**config.mk**
```make
export PLATFORM = sky130hd
export DESIGN_NAME = mantissa_normalizer
export DESIGN_NICKNAME = d
export VERILOG_FILES = /design/src/rtl/norm_pkg.sv /design/src/rtl/lod64.sv /design/src/rtl/mantissa_normalizer.sv
export SDC_FILE = /design/constraint.sdc
export NUM_CORES = 1
export LEC_CHECK = 0
export ABC_AREA = 1
export CAP_MARGIN = 10
export CORE_MARGIN = 8
export CORE_UTILIZATION = 35
export CTS_CLUSTER_SIZE = 25
export DETAILED_ROUTE_END_ITERATION = 6
export PLACE_DENSITY = 0.6
export SLEW_MARGIN = 20
export SYNTH_ARGS = -nofsm -noshare
export SYNTH_HDL_FRONTEND = slang
export SYNTH_SLANG_ARGS = --single-unit
```
**constraint.sdc**
```tcl
create_clock -name clk -period 2.04 [get_ports clk]
set_input_delay 0.306 -clock clk [delete_from_list [all_inputs] [get_ports clk]]
set_output_delay 0.306 -clock clk [all_outputs]
set_load 0.02 [all_outputs]
```
**src/rtl/norm_pkg.sv**
```systemverilog
// Shared types and constants for the posit mantissa normalizer.
package norm_pkg;
    typedef enum logic [1:0] {IDLE, SHIFT, ADJUST} state_t;
    localparam int MANT_W     = 64;
    localparam int HIDDEN_BIT = 62;
    localparam int K_W        = 6;
endpackage

```
**src/rtl/lod64.sv**
```systemverilog
// 64-bit leading-one detector: position of the highest set bit plus a valid flag.
module lod64
    import norm_pkg::*;
(
    input  logic [MANT_W-1:0] vec,
    output logic [5:0]        pos,
    output logic              valid
);
    always_comb begin
        pos   = '0;
        valid = 1'b0;
        for (int i = 0; i < MANT_W; i++) begin
            if (vec[i]) begin
                pos   = 6'(i);
                valid = 1'b1;
            end
        end
    end
endmodule

```
**src/rtl/mantissa_normalizer.sv**
```systemverilog
// Normalises a 64-bit significand so the hidden one sits at bit 62 and splits the scale into regime k / exponent.
// Define FAST_LOD_EN for a single-cycle SHIFT state (leading-one detector + barrel shift); otherwise one bit per cycle.
module mantissa_normalizer
    import norm_pkg::*;
#(
    parameter int ES      = 2,
    parameter int SCALE_W = 10,
    parameter int KMAX    = 30
) (
    input  logic                      clk,
    input  logic                      rst,
    input  logic                      start,
    input  logic [MANT_W-1:0]         raw_mantissa,
    input  logic signed [SCALE_W-1:0] scale_in,
    output logic [MANT_W-1:0]         shifted_mantissa,
    output logic [K_W-1:0]            k_out,
    output logic [ES-1:0]             exp_out,
    output logic                      zero_flag,
    output logic                      sat_flag,
    output logic                      busy,
    output logic                      done
);
    // One extra bit so the scale survives a full 62-place left normalisation.
    localparam int S_W = SCALE_W + 1;
    localparam logic signed [S_W-1:0] KMAX_S = S_W'(KMAX);
    localparam logic [K_W-1:0]        K_POS  = K_W'(KMAX);
    localparam logic [K_W-1:0]        K_NEG  = K_W'(-KMAX);

    state_t                  state;
    logic [MANT_W-1:0]       m;
    logic signed [S_W-1:0]   s;
    logic signed [S_W-1:0]   k_full;

    assign k_full = s >>> ES;

`ifdef FAST_LOD_EN
    logic [5:0] lod_pos;
    logic       lod_valid;
    logic [5:0] shamt;

    lod64 u_lod64 (
        .vec   (m),
        .pos   (lod_pos),
        .valid (lod_valid)
    );

    assign shamt = 6'(HIDDEN_BIT) - lod_pos;
`endif

    always_ff @(posedge clk) begin
        if (rst) begin
            state            <= IDLE;
            m                <= '0;
            s                <= '0;
            shifted_mantissa <= '0;
            k_out            <= '0;
            exp_out          <= '0;
            zero_flag        <= 1'b0;
            sat_flag         <= 1'b0;
            busy             <= 1'b0;
            done             <= 1'b0;
        end else begin
            done <= 1'b0;
            case (state)
                IDLE: begin
                    if (start) begin
                        m     <= raw_mantissa;
                        s     <= {scale_in[SCALE_W-1], scale_in};
                        busy  <= 1'b1;
                        state <= SHIFT;
                    end
                end
                SHIFT: begin
`ifdef FAST_LOD_EN
                    if (!lod_valid) begin
                        state <= ADJUST;
                    end else if (m[MANT_W-1]) begin
                        m     <= m >> 1;
                        s     <= s + S_W'(1);
                        state <= ADJUST;
                    end else begin
                        m     <= m << shamt;
                        s     <= s - S_W'(shamt);
                        state <= ADJUST;
                    end
`else
                    if (m == '0) begin
                        state <= ADJUST;
                    end else if (m[MANT_W-1]) begin
                        m     <= m >> 1;
                        s     <= s + S_W'(1);
                        state <= ADJUST;
                    end else if (m[HIDDEN_BIT]) begin
                        state <= ADJUST;
                    end else begin
                        m <= m << 1;
                        s <= s - S_W'(1);
                    end
`endif
                end
                ADJUST: begin
                    if (m == '0) begin
                        shifted_mantissa <= '0;
                        k_out            <= '0;
                        exp_out          <= '0;
                        zero_flag        <= 1'b1;
                        sat_flag         <= 1'b0;
                    end else begin
                        shifted_mantissa <= m;
                        exp_out          <= s[ES-1:0];
                        zero_flag        <= 1'b0;
                        if (k_full > KMAX_S) begin
                            k_out    <= K_POS;
                            sat_flag <= 1'b1;
                        end else if (k_full < -KMAX_S) begin
                            k_out    <= K_NEG;
                            sat_flag <= 1'b1;
                        end else begin
                            k_out    <= k_full[K_W-1:0];
                            sat_flag <= 1'b0;
                        end
                    end
                    busy  <= 1'b0;
                    done  <= 1'b1;
                    state <= IDLE;
                end
                default: begin
                    busy  <= 1'b0;
                    state <= IDLE;
                end
            endcase
        end
    end
endmodule

```
# --- Yosys cells after proc, flatten, opt, wreduce, memory -nomap -nowiden ---
# Index checks and enable logic that the tools add are counted.
word_totals:
  wordCells: 56
  input_bits: 77
  output_inout_bits: 76
  register_bits: 153
classes:
  n_bitwise: 1
  eq_ne: 6
  n_addsub: 2
  order_cmp: 2
  reduce_logical: 7
  n_mux: 27
op_table:
  columns: ["cell", "n"]
  rows:
  - ["$mux W64", 3]
  - ["$pmux W64 S2", 1]
  - ["$mux W63", 2]
  - ["$logic_not A64 Y1", 1]
  - ["$mux W11", 4]
  - ["$pmux W11 S2", 1]
  - ["$mux W6", 3]
  - ["$add A11 B2 Y11 const B", 1]
  - ["$sub A11 B2 Y11 const B", 1]
  - ["$mux W2", 5]
  - ["$gt A9 B6 Y1 const B", 1]
  - ["$lt A9 B6 Y1 const B", 1]
  - ["$mux W1", 6]
  - ["$ne A2 B2 Y1 const B", 2]
  - ["$ne A4 B4 Y1 const B", 1]
  - ["$pmux W2 S2", 1]
  - ["$reduce_and A2 Y1", 2]
  - ["$reduce_and A4 Y1", 1]
  - ["$ne A3 B3 Y1 const B", 1]
  - ["$reduce_and A3 Y1", 1]
  - ["$eq A2 B1 Y1 const B", 1]
  - ["$eq A2 B2 Y1 const B", 1]
  - ["$logic_not A2 Y1", 1]
  - ["$pmux W1 S2", 1]
  - ["other kinds (2)", 2]

# --- Longest topological paths before layout ---
logic_depth:
  ltp_word: 5
  ltp_mapped: 13

# --- Worst setup path before layout ---
# OpenSTA, ideal clock, no wires.
synth_path:
  kind: "register to register"
  from: "reg m[63]"
  to: "reg s[6]"
  synth_period_minus_slack_ns: 1.950
  arrival_time_ns: 1.837
  n_path_buf: 0
  stages_incl_launch_ff: 14
  slack_ns: 0.090
  path_cell_list: "dfxtp_1 > inv_1 > ha_1 > nand2_1 > nand2_1 > inv_1 > nand2_1 > nand2_1 > nand2_1 > or2_2 > nand3_1 > nand2_1 > nor2_1 > nor2_1"
synth_via:
  elab_chain_len: 3
synth_rtl:
  columns: ["element", "line_no", "text"]
  rows:
  - ["start, declared", "mantissa_normalizer.sv:30", "logic [MANT_W-1:0] m;"]
  - ["start signal, assigned", "mantissa_normalizer.sv:67", "m <= raw_mantissa;"]
  - ["start signal, assigned", "mantissa_normalizer.sv:90", "m <= m >> 1;"]
  - ["start signal, assigned", "mantissa_normalizer.sv:96", "m <= m << 1;"]
  - ["$logic_not A64 Y1 / $mux W11 (equally long branches)", "mantissa_normalizer.sv:87, mantissa_normalizer.sv:89", null]
  - ["$ne A2 B2 Y1 (no line) / $mux W11 (equally long branches)", null, null]
  - ["$reduce_and A4 Y1 (no line) / $pmux W11 S2 (equally long branches)", null, null]
  - ["end signal, assigned", "mantissa_normalizer.sv:68", "s <= {scale_in[SCALE_W-1], scale_in};"]
  - ["end signal, assigned", "mantissa_normalizer.sv:91", "s <= s + S_W'(1);"]
  - ["end signal, assigned", "mantissa_normalizer.sv:97", "s <= s - S_W'(1);"]
  - ["end, declared", "mantissa_normalizer.sv:31", "logic signed [S_W-1:0] s;"]
# Parallel ways exist; a longest one is shown, timed or not. The select of a mux whose other input is x is not followed.
# A chain may end at the register's enable or synchronous reset.

# --- Final worst setup path ---
# Same ends and word-level chain as after synthesis.

==> key figures <==
Detailed routing
  • Drt drc: 0
  • Per-cell routed wire length: 16.52 um
  • Detailed Route Iter0 Violations: 531
  • First-pass DRT Iterations: 5
  • Routed Antenna Nets: 0
  • Wirelength, routed: 25340 um
  • DR vias/cell: 5.223
  • Via count: 8012

Yosys
  • Distinct cells, synth: 29
  • Synth cell count leaders: nand2_1, a21oi_1, dfxtp_1, nand3_1
  • Mux cell area share after synthesis: 0%
  • Top-count cell post-synth: nand2_1
  • Combinational family with the most area after synthesis: simple AND/OR/NAND/NOR gates
  • #FFs+latches synth: 153
  • Post-synthesis sequential area ratio: 40.64%
  • Syn Area/Cell: 6.706 um^2
  • Simple-gate share of the synthesized area: 29.53%
  • Post-Syn Instances: 1124
  • Compound-Gate Fraction of Synth Area: 21.15%
  • Post-Syn Area: 7537 um^2
  • Top cell type's share of synthesized area: 40.64%
  • Post-synthesis adder-cell area fraction: 1.760%
  • Async set-reset flop share out of synthesis: 0%
  • Synth Area in XOR/XNOR: 0.1162%
  • Area leader, netlist: dfxtp_1
  • Synth area leaders: dfxtp_1, nand2_1, a21oi_1, nand3_1, a22oi_1
  • Prevailing post-synth register cell: dfxtp_1
  • Syn nets: 1211
  • Synth warn: 0
  • Post-synth EDFFs: 0

Placement
  • IO buf count: 152
  • Dpl hpwl: 16250 um
  • GP Congestion: 0.9018
  • Placed Instance Area: 9355 um^2

Clock network
  • CTS root buffer: clkbuf_16
  • CTS clk-pin slew, worst paths: 0.07 ns
  • H-tree Lvls: 4
  • Num CTS Buffers: 17
  • Clk_lat worst skew: 0.42 ns
  • CTS tree: done
  • Longest Clk Path Bufs: 2
  • CTS Sinks: 153

Floorplan
  • Die H: 162.7 um
  • FP Rows: 53
  • Die ar.: 26490 um^2
  • Starting density of the core: 35.74%
  • Core box area: 21090 um^2
  • Die X: 162.7 um
  • Io pins: 153

Layout
  • Post-route cell area: 10100 um^2
  • Antenna diodes: 0
  • Layout cells sized above 1: 7.466%
  • Layout area overhead: 34.00%
  • Fin nets: 1336

Critical path
  • CP max FO: 5
  • R2R setup slack: 0.12 ns
  • FF-to-FF End: s[6]
  • Max stage delay cell, worst path: dfxtp_2
  • Crit path DAT: 2.24 ns
  • Crit path top cell by count: nand2_1
  • Worst reg2reg path depth: 14
  • Largest stage delay on the critical path: 0.36 ns
  • Cells along the critical path: clkinvlp_4 > buf_6 > ha_4 > nand2_1 > inv_1 > nand2_1 > nand2_2 > nand2_1 > nand2_1 > or2_2 > nand3_1 > nand2_1 > nor2_1 > nor2_1
  • R2R Path Start: m[63]
  • CP Capture Type: flop
  • Critical path origin: m[63]
  • Crit path max-delay family: simple AND/OR/NAND/NOR gates
  • Startpoint types: flop
  • Crit path kind: flop to flop
  • Req. time, crit path: 2.35 ns
  • Buffer and inverter count on the worst path: 3

GRT
  • GR Util met1: 24.01%
  • Busiest grt layer: met2
  • First-pass GRT wire length: 40140 um
  • Initial antenna violation count: 1
  • GR Overflow Total: 0
  • GR Layer Usage met2: 29.31%
  • GRT Resource Usage Total: 18.46%
  • Met3 GRT Util: 4.651%
  • Vias in the first global route: 7741
  • Largest net degree at the start of global routing: 68

STA
  • Final Hold Fails: 0
  • Hold WS: 0.1780 ns
  • Max Freq: 520.6 MHz
  • Setup Skew: 0.009594 ns
  • Tcrit/Tclk final: 94.16%
  • Tmin final: 1.921 ns
  • # setup viols final: 0
  • Slew margin rel.: 61.42%
  • Tightest Pin Transition: 0.5787 ns
  • TNS Setup: 0 ns
  • Final Max Tran Viols: 0

Worst hold path
  • Cells on Worst Hold Path: 2
  • Hold WC Path Type: input port to flop
  • Min-Delay Endpoint: shifted_mantissa[38]
  • Hold path startpoint: rst

Power and ir drop
  • Lkg Pwr: 3.812 nW
  • Peak supply drop: 0.6478 mV
  • Pwr Total: 0.01156 W
  • Power per cell area: 1144 nW/um^2

Status
  • Status: finished, final reports clean

Flow run
  • Max Cap Viol: 0
-- state kept, by name, summed over array words and instances, names as in the netlist --
name	count
zero_flag	1
sat_flag	1
shifted_mantissa	64
state	2
done	1
k_out	6
m	64
s	11
exp_out	2
busy	1
-- cell families after synthesis --
logic type	Yosys count
AO/OA/AOI/OAI	287
XOR/XNOR	1
adder cells (fa/ha/maj)	10
buffers and inverters	126
flip-flops	153
AND/OR/NAND/NOR	547
-- stage by stage --
step / setup WS, ns / std cells / util (%)
after global routing: -0.006703 / 1534 / 47.89
after detailed placement: 0.01812 / 1498 / 44.36
after floorplan: 0.09032 / 1124 / -
after global placement: 0.04142 / 1498 / 44.36
final: 0.1191 / 1534 / 47.89
after CTS: 0.09705 / 1530 / 47.00
-- cells in the final DEF (no fill, tap or decap), drive strengths merged --
| master | instances |
|---|---|
| clkdlybuf4s50 | 151 |
| bufinv | 1 |
| clkbuf | 19 |
| nand2 | 368 |
| buf | 37 |
| clkinv | 9 |
| a22o | 1 |
| a22oi | 58 |
| ha | 9 |
| a21oi | 160 |
| a21o | 1 |
| clkinvlp | 3 |
| xor2 | 1 |
| or2 | 1 |
| inv | 41 |
| o21ai | 64 |
| nand3 | 99 |
| o21bai | 1 |
| nand4 | 7 |
| a31oi | 1 |
| nor3 | 3 |
| fa | 1 |
| o31ai | 1 |
| dfxtp | 153 |
| nor2 | 67 |
| nand3b | 2 |
-- worst max-delay path by stage --
stage | endpoint | slack (ns) | cells past startpoint
5_1_grt | s[6] | -0.007 | 12
4_1_cts | s[9] | 0.1 | 14
3_3_place_gp | s[6] | 0.04 | 13
2_1_floorplan | s[6] | 0.09 | 13
6_report | s[6] | 0.12 | 14
3_5_place_dp | s[6] | 0.02 | 13
-- metal layers --
metal	part of all wire [%]	wire, um
met1	45	11470
met2	46	11710
met3	6.8	1714
met4	1.7	431
met5	0.051	13
-- report_power, final --
group / total [W] / internal (W) / leakage, nW / switching (W)
Combinational: 0.00464 / 0.00183 / 2.30 / 0.00282
Clock: 0.00296 / 0.00165 / 0.260 / 0.00130
Sequential: 0.00396 / 0.00343 / 1.25 / 0.000530
Total: 0.0116 / 0.00691 / 3.81 / 0.00465
-- final cells by class --
type / instances / area, um^2
clock buffer: 17 / 425.4
tap: 275 / 344.1
multi-input combinational: 845 / 4076
clock inverter: 12 / 105.1
fill: 2174 / 10990
sequential: 153 / 3064
timing repair buffer: 190 / 1922
inverter: 42 / 162.7
-- timing repair --
item / 4_1_cts / 5_1_grt
pin swaps: 0 / 3
gates resized for setup: 1 / 25
buffers inserted: 3 / 2
gates cloned: 0 / 2
setup endpoints to repair: 1 / 40
hold buffers: 0 / 0
Power figures use the tool's default switching activity.
